==> src/rtl/decrypter_pipe.sv <==
// decrypter_pipe: handshaked, iterative decryption engine.
// A frame {payload, key, sel} is accepted in IDLE, run for ROUNDS single-cycle
// rounds in one of four modes, then held in DONE until the sink takes it.
module decrypter_pipe #(
    parameter int unsigned DATA_W = 60,
    parameter int unsigned KEY_W  = 12,
    parameter int unsigned SEL_W  = 6,
    parameter int unsigned ROUNDS = 4
) (
    input  logic                            Clk,
    input  logic                            Rst,
    input  logic                            in_valid,
    output logic                            in_ready,
    input  logic [DATA_W+KEY_W+SEL_W-1:0]   data_to_be_decrypt,
    output logic                            out_valid,
    input  logic                            out_ready,
    output logic [DATA_W-1:0]               output_decrypted,
    output logic [1:0]                      out_mode,
    output logic                            busy,
    output logic [15:0]                     blk_count
);

    localparam int unsigned FRAME_W = DATA_W + KEY_W + SEL_W;
    localparam int unsigned CNT_W   = $clog2(ROUNDS + 1);

    typedef enum logic [1:0] {
        IDLE = 2'd0,
        RUN  = 2'd1,
        DONE = 2'd2
    } state_t;

    state_t              state;
    logic [DATA_W-1:0]   d_q;
    logic [DATA_W-1:0]   rk_q;
    logic [1:0]          mode_q;
    logic [CNT_W-1:0]    rnd_q;

    logic [DATA_W-1:0]   frm_payload;
    logic [KEY_W-1:0]    frm_key;
    logic [1:0]          frm_mode;
    logic [DATA_W-1:0]   round_d;

    // Frame fields: payload at the MSBs, selector at the LSBs; mode is the selector's top two bits.
    assign frm_payload = data_to_be_decrypt[FRAME_W-1 -: DATA_W];
    assign frm_key     = data_to_be_decrypt[SEL_W +: KEY_W];
    assign frm_mode    = data_to_be_decrypt[SEL_W-1 -: 2];

    // Key replicated from bit 0 upward, truncated to DATA_W bits.
    function automatic logic [DATA_W-1:0] expand_key(input logic [KEY_W-1:0] k);
        logic [DATA_W-1:0] e;
        e = '0;
        for (int unsigned i = 0; i < DATA_W; i++) begin
            e[i] = k[i % KEY_W];
        end
        return e;
    endfunction

    // Rotate left by one within DATA_W.
    function automatic logic [DATA_W-1:0] rotl1(input logic [DATA_W-1:0] x);
        logic [DATA_W-1:0] y;
        y = '0;
        for (int unsigned i = 0; i < DATA_W; i++) begin
            y[i] = x[(i + DATA_W - 1) % DATA_W];
        end
        return y;
    endfunction

    // Rotate right by one within DATA_W.
    function automatic logic [DATA_W-1:0] rotr1(input logic [DATA_W-1:0] x);
        logic [DATA_W-1:0] y;
        y = '0;
        for (int unsigned i = 0; i < DATA_W; i++) begin
            y[i] = x[(i + 1) % DATA_W];
        end
        return y;
    endfunction

    // One decrypt round on the working register with the current round key.
    always_comb begin
        round_d = d_q;
        case (mode_q)
            2'd0:    round_d = d_q ^ rk_q;
            2'd1:    round_d = rotr1(d_q) ^ rk_q;
            2'd2:    round_d = d_q - rk_q;
            default: round_d = ~(d_q ^ rk_q);
        endcase
    end

    // Control FSM, datapath registers and registered status outputs.
    // The round key register starts at K and rotates left once per round, so in
    // round r it holds K rotated left by (r mod DATA_W) without a barrel shifter.
    always_ff @(posedge Clk) begin
        if (Rst) begin
            state            <= IDLE;
            d_q              <= '0;
            rk_q             <= '0;
            mode_q           <= 2'd0;
            rnd_q            <= '0;
            output_decrypted <= '0;
            out_mode         <= 2'd0;
            out_valid        <= 1'b0;
            in_ready         <= 1'b1;
            busy             <= 1'b0;
            blk_count        <= 16'd0;
        end else begin
            case (state)
                IDLE: begin
                    if (in_valid) begin
                        d_q      <= frm_payload;
                        rk_q     <= expand_key(frm_key);
                        mode_q   <= frm_mode;
                        rnd_q    <= '0;
                        state    <= RUN;
                        in_ready <= 1'b0;
                        busy     <= 1'b1;
                    end
                end
                RUN: begin
                    d_q   <= round_d;
                    rk_q  <= rotl1(rk_q);
                    rnd_q <= rnd_q + CNT_W'(1);
                    if (rnd_q == CNT_W'(ROUNDS - 1)) begin
                        state            <= DONE;
                        out_valid        <= 1'b1;
                        output_decrypted <= round_d;
                        out_mode         <= mode_q;
                    end
                end
                DONE: begin
                    if (out_ready) begin
                        state     <= IDLE;
                        out_valid <= 1'b0;
                        in_ready  <= 1'b1;
                        busy      <= 1'b0;
                        blk_count <= blk_count + 16'd1;
                    end
                end
                default: begin
                    state     <= IDLE;
                    out_valid <= 1'b0;
                    in_ready  <= 1'b1;
                    busy      <= 1'b0;
                end
            endcase
        end
    end

endmodule

==> config.mk <==
export PLATFORM = sky130hd
export DESIGN_NAME = decrypter_pipe
export DESIGN_NICKNAME = d
export VERILOG_FILES = /design/src/rtl/decrypter_pipe.sv
export SDC_FILE = /design/constraint.sdc
export NUM_CORES = 1
export LEC_CHECK = 0
export BUFFER_PORTS_ARGS = -buffer_cell sky130_fd_sc_hd__buf_2
export CORE_MARGIN = 2
export CORE_UTILIZATION = 55
export DETAILED_ROUTE_END_ITERATION = 10
export GPL_TIMING_DRIVEN = 0
export PLACE_DENSITY = 0.82
export REMOVE_ABC_BUFFERS = 1
export SLEW_MARGIN = 20
export SYNTH_ARGS = -nofsm -noshare
export SYNTH_HDL_FRONTEND = slang
export SYNTH_SLANG_ARGS = --single-unit
==> constraint.sdc <==
create_clock -name Clk -period 3.65 [get_ports Clk]
set_input_delay 1.095 -clock Clk [delete_from_list [all_inputs] [get_ports Clk]]
set_output_delay 1.095 -clock Clk [all_outputs]
set_load 0.005 [all_outputs]
==> flow_summary_export.csv, run 1 <==
group,metric,value,unit
die,die_x,162,um
global_route,gr-total-overflow,0,
placement,dpl.hpwl,27.9,mm
clock_network,cts.reportedPaths.clkPinSlew,0.07,ns
power_and_ir_drop,powerDensity,502,nW/um^2
sta,fin_skew,0.0250,ns
detailed_routing,drtIter0Drc,1179,
critical_path,worstPathArrival,3.92,ns
sta,slew_violations,0,
global_route,grt_pass1_vias,12600,
sta,final_hold_viol_count,0,
cells_and_area,drive_gt1_frac,0.150,
global_route,antenna_found_initial,0,
critical_path,crit_required,4.07,ns
die,core_area,24300,um^2
critical_path,max_stage_delay,0.40,ns
min_path,min-delay-start,"output_decrypted[56]$_SDFFE_PP0P_",
synth,yosysSeqAreaShare,0.305,
clock_network,clkSinkCount,208,
sta,tightest_slew,1.03,ns
synth,postSynth.asyncResetShare,0,
die,io_pins,163,
critical_path,critPathMaxFanout,5,
cells_and_area,diodes,0,
cells_and_area,fillCellCount,2159,
detailed_routing,route.detailed.wl_per_inst,18.1,um
critical_path,cp.depth,13,
critical_path,rr_startpoint,"rk_q[1]$_SDFFE_PP0P_",
synth,synth_top_area_share,0.305,
global_route,grt_pass1_wl,64.5,mm
clock_network,cts_tree,"yes",
critical_path,cpLargestDelayFamily,"compound AO/OA/AOI/OAI gates",
placement,dpl.cell_count,2208,
outcome,status,"finished, final reports clean",
sta,fmax,285,MHz
run,drv_cap,0,
critical_path,end_kind,"flip-flop",
sta,setup_violations,0,
synth,synthCells,1863,
cells_and_area,final_cells,2254,
synth,syn_area_per_cell,7.33,um^2
sta,slew_headroom,0.314,
critical_path,crit_buf_inv,1,
synth,ys_types,85,
die,die_h,162,um
placement,port_buffers,158,
detailed_routing,routed_via_density,6.11,
die,num_rows,57,
critical_path,crit_chain,"inv_1 -> ha_1 -> and2b_1 -> o2111ai_2 -> a21oi_2 -> o2111ai_1 -> o211ai_2 -> a22oi_2 -> o21ai_1 -> o211a_1 -> a211o_1 -> xor2_1 -> a211oi_2",
cells_and_area,fin_util,0.637,
power_and_ir_drop,p_leak,6.56,nW
synth,ys_ff_latch,208,
synth,yosysWarningCount,0,
power_and_ir_drop,finalPower,7.78,mW
die,die_area,26100,um^2
detailed_routing,remaining_drc_errors,0,
clock_network,clockBufferDepth,3,
detailed_routing,dr.pass1.iters,5,
clock_network,cts_hold_buf,0,
critical_path,crit_type,"reg -> reg",
critical_path,crit_path_start_kind,"flip-flop",
clock_network,root_buffer,"clkbuf_16",
detailed_routing,ant_nets,0,
die,initial_core_util,0.562,
sta,fin_tns_setup,0,ns
critical_path,crit_slowest_cell,"dfxtp_2",
sta,period_needed,3.50,ns
cells_and_area,seqCellArea,4170,um^2
detailed_routing,vias,13800,
critical_path,ff2ff_path_depth,13,
sta,whs,0.458,ns
global_route,grt_max_degree,124,
cells_and_area,layout.nets,2059,
min_path,worstHoldEndpoint,"output_decrypted[56]$_SDFFE_PP0P_",
min_path,hp-class,"reg -> reg",
critical_path,r2r-end,"output_decrypted[59]$_SDFFE_PP0P_",
sta,finalCritPeriodShare,0.960,
placement,gpl.final_weighted_congestion,0.976,
global_route,grt.total_usage,0.299,
synth,ys.flop_type,"dfxtp_1",
synth,synth_enable_flop_cells,0,
clock_network,numCtsBuffers,23,
cells_and_area,syn2layout_area_growth,13.4,%
synth,synth_area_leaders,"dfxtp_1 30%, nor2_1 8.9%, nand2_1 6.4%",
synth,synth_area,13700,um^2
cells_and_area,multiInputGateArea,8670,um^2
min_path,min_path_cells,2,
clock_network,worstSkewPairLatency,0.55,ns
synth,yosysTopAreaCell,"dfxtp_1",
detailed_routing,wl,40.7,mm
critical_path,r2r_setup_slack,0.15,ns
clock_network,htree_num_levels,1,
power_and_ir_drop,vdd_ir_drop_max,332,uV
-- cells in the final DEF (no fill, tap or decap), drive strengths merged, types with 7 or more instances in the layout --
master | netlist | routed
a2111oi | 51 | 51
a211oi | 92 | 92
a21o | 26 | 26
a21oi | 126 | 126
a31oi | 76 | 76
and3 | 8 | 8
buf | 31 | 174
clkbuf | 117 | 26
dfxtp | 208 | 208
ha | 62 | 62
inv | 89 | 94
mux2i | 13 | 13
nand2 | 235 | 235
nand3 | 21 | 21
nand4 | 26 | 26
nor2 | 327 | 327
nor2b | 13 | 13
nor3 | 49 | 49
nor3b | 7 | 7
nor4 | 10 | 10
o211a | 16 | 16
o211ai | 9 | 9
o21ai | 63 | 63
o21bai | 15 | 15
o22ai | 8 | 8
or2 | 7 | 7
xnor2 | 8 | 8
xor2 | 67 | 67
-- synth_stat cells (6+ instances only) --
cell type and count:
o21bai_1 15, nand3_1 21, nor3_1 48, buf_1 6, a2111oi_2 6, a21oi_1 123, o21ai_0 49, mux2i_1 13
nor3b_1 7, nand4_1 25, a211oi_1 87, a211o_1 6, o211a_1 16, a2111oi_0 42, o21ai_1 11, nor4_1 9
nor2_1 325, xnor2_1 8, nor2b_1 13, o22ai_1 8, a31oi_1 76, or2_2 6, and3_1 8, inv_1 88
o211ai_1 7, xor2_1 67, ha_1 62, nand2b_1 6, nand2_1 234, clkbuf_1 117, a21o_1 26, buf_2 21
dfxtp_1 208
-- tightest hold or removal path, cell delays in order, from the launching register on --
cell     delay, ns
dfxtp_1       0.30
nand2_1       0.05
a21oi_1       0.06
-- where the power goes --
part	switching, mW	internal, mW	total, mW	leakage, nW
logic	1.74	1.05	2.79	4.48
registers	0.179	2.41	2.59	1.70
clock network	1.05	1.36	2.41	0.376
-- worst max-delay path by stage --
| stage | start | to |
|---|---|---|
| after floorplan | state[0]$_SDFFE_PP0P_ | rnd_q[0]$_SDFFE_PP0P_ |
| after global placement | state[0]$_SDFFE_PP0P_ | rnd_q[0]$_SDFFE_PP0P_ |
| after detailed placement | d_q[0]$_SDFFE_PP0P_ | d_q[56]$_SDFFE_PP0P_ |
| after CTS | rk_q[1]$_SDFFE_PP0P_ | d_q[31]$_SDFFE_PP0P_ |
| after global routing | rk_q[3]$_SDFFE_PP0P_ | d_q[31]$_SDFFE_PP0P_ |
| final | rk_q[1]$_SDFFE_PP0P_ | output_decrypted[59]$_SDFFE_PP0P_ |
-- final cells by class --
class                      instances  area share
multi-input combinational       1418       0.560
sequential                       208       0.270
timing repair buffer             174      0.0727
clock buffer                      26      0.0392
tap                              324      0.0262
inverter                          89      0.0219
clock inverter                    15      0.0108
-- timing repair --
action / 4_1_cts / 5_1_grt
endpoints found under the setup margin: 0 / 26
gates resized for setup: 0 / 24
hold endpoints to repair: 0 / 0
setup buffers: 0 / 5
-- through the flow --
stage	area, um^2	setup slack (ns)
global placement	14200	-10.64
CTS	15400	0.0312
floorplan	13100	-3.58
finish	15500	0.145
global route	15500	-0.0407
detailed placement	14600	0.112
-- sequential cells by signal (all words and copies together) (netlist names) --
signal,flops
rnd_q,3
busy,1
mode_q,2
output_decrypted,60
d_q,60
out_valid,1
out_mode,2
in_ready,1
rk_q,60
state,2
blk_count,16
-- metal layers --
layer,vias to the layer above,part of all wire,global-route usage
li1,6712,-,-
met4,0,0.039,0.113
met1,6413,0.44,0.407
met3,100,0.073,0.0398
met2,541,0.45,0.483
met5,-,0,0
-- logic make-up after synthesis --
| kind of cell | after synthesis | share of synthesized area |
|---|---|---|
| compound gates | 530 | 0.275 |
| xor+xnor | 75 | 0.0481 |
| fa+ha+maj | 63 | 0.0583 |
| buf+inv | 237 | 0.0690 |
| flops | 208 | 0.305 |
| mux | 18 | 0.0136 |
| simple gates | 732 | 0.232 |
No activity file was read; power rests on OpenSTA's default activity.
==> run 2, diff against run 1 <==
PLACE_DENSITY = default   (was 0.82)
PLACE_DENSITY_LB_ADDON = 0.1   (was default)
==> run 2 against run 1 <==
Clock skew fell by 0.0073 ns. Utilization shrank 0.22 points. Design area down 0.35%. Global-route usage about the same. Largest power group unchanged.
==> flow_summary_export.csv, run 2 (synthesis results as in run 1) <==
group,metric,value,unit
power_and_ir_drop,internal-power,4.84,mW
cells_and_area,fillCellCount,2245,
global_route,grt_pass1_vias,12300,
sta,period_needed,3.47,ns
cells_and_area,layout.nets,2058,
sta,fmax,288,MHz
cells_and_area,syn2layout_area_growth,13.0,%
min_path,worstHoldEndpoint,"output_decrypted[56]$_SDFFE_PP0P_",
critical_path,worstPathArrival,3.86,ns
global_route,grt_pass1_wl,64.2,mm
power_and_ir_drop,powerDensity,501,nW/um^2
run,drv_cap,0,
detailed_routing,dr.pass1.iters,5,
die,initial_core_util,0.562,
power_and_ir_drop,p_sw_frac,0.374,
detailed_routing,drtIter0Drc,1181,
power_and_ir_drop,vdd_ir_drop_max,377,uV
power_and_ir_drop,finalPower,7.73,mW
placement,gpl.final_weighted_congestion,0.905,
sta,tightest_slew,1.02,ns
critical_path,crit_slowest_cell,"or3_1",
detailed_routing,wl_met2,17.7,mm
cells_and_area,mostFrequentLayoutCells,"323 x nor2_1, 233 x nand2_1, 205 x dfxtp_1, 157 x buf_2, 122 x a21oi_1",
min_path,min-delay-start,"output_decrypted[56]$_SDFFE_PP0P_",
clock_network,htree_num_levels,1,
critical_path,r2r-end,"output_decrypted[54]$_SDFFE_PP0P_",
sta,fin_skew,0.0177,ns
die,die_area,26100,um^2
power_and_ir_drop,comb_power_share,0.357,
sta,rsz0062_at_grt,"true",
clock_network,cts_hold_buf,0,
global_route,gr-total-overflow,0,
clock_network,clockBufferDepth,3,
cells_and_area,top_regs,"d_q: 60 flops, output_decrypted: 60 flops, rk_q: 60 flops",
detailed_routing,met1_length,18.3,mm
min_path,hp-class,"reg -> reg",
detailed_routing,ant_nets,0,
cells_and_area,diodes,0,
sta,setup_violations,0,
cells_and_area,final_common_cell,"nor2_1",
clock_network,numCtsBuffers,25,
min_path,min_path_cells,2,
clock_network,clkSinkCount,208,
critical_path,critPathMaxFanout,9,
detailed_routing,routed_via_density,6.02,
detailed_routing,wl,40.2,mm
clock_network,cts_tree,"yes",
die,num_rows,57,
detailed_routing,vias,13600,
critical_path,end_kind,"flip-flop",
clock_network,worstSkewPairLatency,0.53,ns
sta,finalCritPeriodShare,0.950,
cells_and_area,fin_util,0.635,
cells_and_area,drive_gt1_frac,0.146,
power_and_ir_drop,seqPwrFrac,0.333,
power_and_ir_drop,p_leak,6.55,nW
detailed_routing,route.detailed.wl_per_inst,17.8,um
placement,dpl.hpwl,27.8,mm
critical_path,crit_chain,"inv_1 -> ha_1 -> nand4_1 -> or3_1 -> a2111oi_4 -> o21ai_2 -> nand3_1 -> a21oi_2 -> nor2_2 -> a31oi_1 -> a311oi_1 -> a211oi_1",
die,die_x,162,um
power_and_ir_drop,power.switching,2.89,mW
outcome,status,"finished, final reports clean",
global_route,antenna_found_initial,0,
critical_path,crit_path_start_kind,"flip-flop",
power_and_ir_drop,pwr-share-clk,0.309,
sta,slew_headroom,0.317,
die,io_pins,163,
critical_path,crit_type,"reg -> reg",
critical_path,crit_required,4.04,ns
clock_network,root_buffer,"clkbuf_16",
critical_path,max_stage_delay,0.51,ns
critical_path,ff2ff_path_depth,12,
detailed_routing,remaining_drc_errors,0,
global_route,grt.total_usage,0.299,
die,die_h,162,um
critical_path,r2r_setup_slack,0.18,ns
detailed_routing,dr_wl_met3,2.74,mm
placement,port_buffers,158,
die,core_area,24300,um^2
critical_path,rr_startpoint,"rk_q[28]$_SDFFE_PP0P_",
sta,final_hold_viol_count,0,
sta,slew_violations,0,
detailed_routing,topRoutingLayerUsed,"met4",
clock_network,cts.reportedPaths.clkPinSlew,0.06,ns
sta,whs,0.449,ns
global_route,grt_max_degree,120,
run 2: routing by layer:
layer / global-route usage / up-vias
met1: 0.408 / 6313
met2: 0.477 / 447
li1: - / 6731
met5: 0 / -
met4: 0.108 / 0
met3: 0.0485 / 79
run 2: worst max-delay path, delay by kind of cell (launching register included):
kind,cells,cell delay (ns)
simple gates,4,1.15
fa+ha+maj,1,0.47
compound gates,6,1.26
buf+inv,1,0.06
flops,1,0.38
run 2: metrics by stage:
stage	instance area, um^2	instances	TNS [ns]	worst slack (ns)
global route	15400	2254	-0.0765	-0.0765
global placement	14200	2197	-1375.98	-11.72
floorplan	13100	1715	-452.95	-3.58
CTS	15400	2253	0	0.0480
detailed placement	14600	2208	0	0.00683
finish	15400	2254	0	0.181
run 2: worst max-delay path by stage:
stage	from	end	slack (ns)	cells past startpoint
finish	rk_q[28]$_SDFFE_PP0P_	output_decrypted[54]$_SDFFE_PP0P_	0.18	12
global route	rk_q[6]$_SDFFE_PP0P_	d_q[36]$_SDFFE_PP0P_	-0.08	14
CTS	d_q[0]$_SDFFE_PP0P_	d_q[30]$_SDFFE_PP0P_	0.05	14
detailed placement	d_q[0]$_SDFFE_PP0P_	d_q[30]$_SDFFE_PP0P_	0.007	14
global placement	state[0]$_SDFFE_PP0P_	rnd_q[0]$_SDFFE_PP0P_	-11.72	4
floorplan	state[0]$_SDFFE_PP0P_	rnd_q[0]$_SDFFE_PP0P_	-3.58	4
run 2: final cells by class:
cell class | instances | area, um^2 | share of cell area
Clock buffer | 34 | 689 | 0.0447
Clock inverter | 10 | 85.1 | 0.00551
Inverter | 89 | 339 | 0.0220
Multi-Input combinational cell | 1418 | 8660 | 0.561
Sequential cell | 208 | 4170 | 0.270
Tap cell | 324 | 405 | 0.0263
Timing Repair Buffer | 171 | 1080 | 0.0701
run 2: repair_timing:
action	CTS	global route
gates resized for setup	2	17
pin swaps	1	5
buffers inserted	1	1
endpoints found under the setup margin	1	19
run 2: power groups by stage:
stage / registers, mW / clock network [mW] / logic [mW]
after global routing: 2.60 / 2.52 / 3.06
final: 2.58 / 2.39 / 2.76
after detailed placement: 2.62 / 0 / 2.66
after global placement: 2.64 / 0 / 2.58
after floorplan: 2.59 / 0 / 1.96
after CTS: 2.58 / 2.44 / 2.68
==> run 3, diff against run 2 <==
CTS_BUF_LIST = sky130_fd_sc_hd__clkbuf_4 sky130_fd_sc_hd__clkbuf_8 sky130_fd_sc_hd__clkbuf_16   (was default)
PLACE_DENSITY = 0.74   (was default)
PLACE_DENSITY_LB_ADDON = default   (was 0.1)
==> run 3 against run 2 <==
Flip-flop and latch count is the same. Routed wire length is 0.55% higher. Critical path type unchanged. Count of clock-buffer cells in the layout down 1. Worst hold slack improved by 0.0028 ns. Sequential power barely moved. Design area up 0.66%. Combinational power about the same. Non-clock buffer count is 2 higher. Register-to-register slack worse by 0.10 ns. Final cell count about the same.
==> flow_summary_export.csv, run 3 (synthesis results as in run 1) <==
group,metric,value,unit
outcome,status,"finished, final reports clean",
cells_and_area,fin_area,15500,um^2
critical_path,r2r_setup_slack,0.08,ns
cells_and_area,top_regs,"d_q: 60 flops, output_decrypted: 60 flops, rk_q: 60 flops",
power_and_ir_drop,vdd_ir_drop_max,408,uV
clock_network,worstSkewPairLatency,0.54,ns
detailed_routing,remaining_drc_errors,0,
cells_and_area,layout.nets,2059,
die,die_x,162,um
detailed_routing,dr.pass1.iters,5,
cells_and_area,diodes,0,
die,num_rows,57,
min_path,min_path_cells,2,
critical_path,crit_path_start_kind,"flip-flop",
global_route,grt_pass1_vias,12200,
die,core_area,24300,um^2
sta,rsz0062_at_grt,"true",
cells_and_area,fillCellCount,2192,
global_route,grt_busiest_layer,"met2",
global_route,grt_pass1_wl,64.0,mm
detailed_routing,vias,13600,
run,drv_cap,0,
critical_path,end_kind,"flip-flop",
placement,dpl.cell_count,2209,
power_and_ir_drop,powerDensity,510,nW/um^2
clock_network,root_buffer,"clkbuf_16",
cells_and_area,mostFrequentLayoutCells,"322 x nor2_1, 233 x nand2_1, 205 x dfxtp_1, 157 x buf_2, 122 x a21oi_1",
clock_network,clkSinkCount,208,
clock_network,cts_hold_buf,0,
detailed_routing,wl,40.4,mm
sta,slew_headroom,0.350,
cells_and_area,final_common_cell,"nor2_1",
detailed_routing,route.detailed.wl_per_inst,17.9,um
critical_path,rr_startpoint,"rk_q[1]$_SDFFE_PP0P_",
critical_path,crit_required,4.08,ns
die,die_area,26100,um^2
power_and_ir_drop,p_leak,6.60,nW
placement,dpl.hpwl,28.4,mm
min_path,min-delay-start,"output_decrypted[56]$_SDFFE_PP0P_",
clock_network,numCtsBuffers,24,
detailed_routing,routed_via_density,6.01,
sta,slew_violations,0,
clock_network,clockBufferDepth,3,
global_route,antenna_found_initial,0,
sta,final_hold_viol_count,0,
power_and_ir_drop,finalPower,7.92,mW
global_route,grt_max_degree,118,
critical_path,crit_path_start,"rk_q[1]$_SDFFE_PP0P_",
critical_path,crit_type,"reg -> reg",
die,die_h,162,um
placement,port_buffers,158,
critical_path,worstPathArrival,4.00,ns
detailed_routing,ant_nets,0,
critical_path,r2r-end,"d_q[53]$_SDFFE_PP0P_",
placement,dpl_cell_area,14600,um^2
sta,tightest_slew,0.973,ns
die,initial_core_util,0.562,
global_route,met2_usage,0.482,
clock_network,cts_tree,"yes",
detailed_routing,drtIter0Drc,1147,
cells_and_area,final_cells,2256,
sta,fin_tns_setup,0,ns
min_path,worstHoldEndpoint,"output_decrypted[56]$_SDFFE_PP0P_",
sta,finalCritPeriodShare,0.979,
sta,fin_skew,0.0173,ns
global_route,met1_usage,0.426,
clock_network,cts.reportedPaths.clkPinSlew,0.06,ns
die,io_pins,163,
sta,setup_violations,0,
min_path,hp-class,"reg -> reg",
global_route,grt.total_usage,0.300,
placement,gpl.final_weighted_congestion,0.945,
sta,fmax,280,MHz
cells_and_area,drive_gt1_frac,0.151,
clock_network,htree_num_levels,1,
critical_path,ff2ff_path_depth,13,
sta,period_needed,3.57,ns
global_route,use_met3,0.0378,
global_route,gr-total-overflow,0,
critical_path,critPathMaxFanout,5,
cells_and_area,syn2layout_area_growth,13.7,%
## run 3: cell types whose count changed in the layout (fill, tap and decap cells not counted), sizes merged
cell / delta
inv: -1
clkbuf: -1
buf: +2
bufinv: +2
## run 3: worst max path at each step
stage	end	depth (start not counted)
CTS	d_q[30]$_SDFFE_PP0P_	14
floorplan	rnd_q[0]$_SDFFE_PP0P_	4
finish	d_q[53]$_SDFFE_PP0P_	13
global placement	rnd_q[0]$_SDFFE_PP0P_	4
detailed placement	d_q[56]$_SDFFE_PP0P_	14
global route	d_q[53]$_SDFFE_PP0P_	13
## run 3: stage by stage
step	hold slack (ns)	setup WS (ns)	util
2_1_floorplan	0.445	-3.58	-
3_3_place_gp	0.441	-11.16	0.586
3_5_place_dp	0.446	-0.0326	0.600
4_1_cts	0.454	0.0469	0.634
5_1_grt	0.468	-0.00934	0.639
6_report	0.452	0.0782	0.639
## run 3: area by class of cell
class                   instances  area [um^2]  area share
clock inverters                11          155     0.00999
inverters                      89          339      0.0218
multi-input cells            1418         8670       0.558
repair buffers                173         1110      0.0714
clock buffers                  33          687      0.0442
flip-flops and latches        208         4170       0.269
well taps                     324          405      0.0261
## run 3: report_power, final
part	leakage (nW)	total (mW)	internal [mW]	switching, mW
Combinational	4.48	2.78	1.05	1.73
Clock	0.419	2.55	1.54	1.01
Sequential	1.70	2.58	2.41	0.176
## run 3: repair_timing
action,in CTS,in global routing
pin swaps,0,4
gates resized for setup,1,18
setup endpoints to repair,2,19
setup buffers,0,3
## run 3: worst max-delay path, cell delays in order (launching register included)
cell and delay (ns):
dfxtp_1 0.46, inv_1 0.08, ha_1 0.31, and2b_1 0.19, o2111ai_1 0.29, a21oi_2 0.16, o21ai_4 0.27, a2111oi_4 0.12
o21ai_2 0.31, a21boi_1 0.12, o21ba_1 0.22, o2111a_1 0.24, a211o_1 0.35, a2111oi_2 0.36
## run 3: metal layers
layer / routed length (um) / vias up
met5: 0 / -
met4: 1090 / 0
met3: 2580 / 58
met2: 18000 / 418
met1: 18700 / 6355
li1: - / 6724
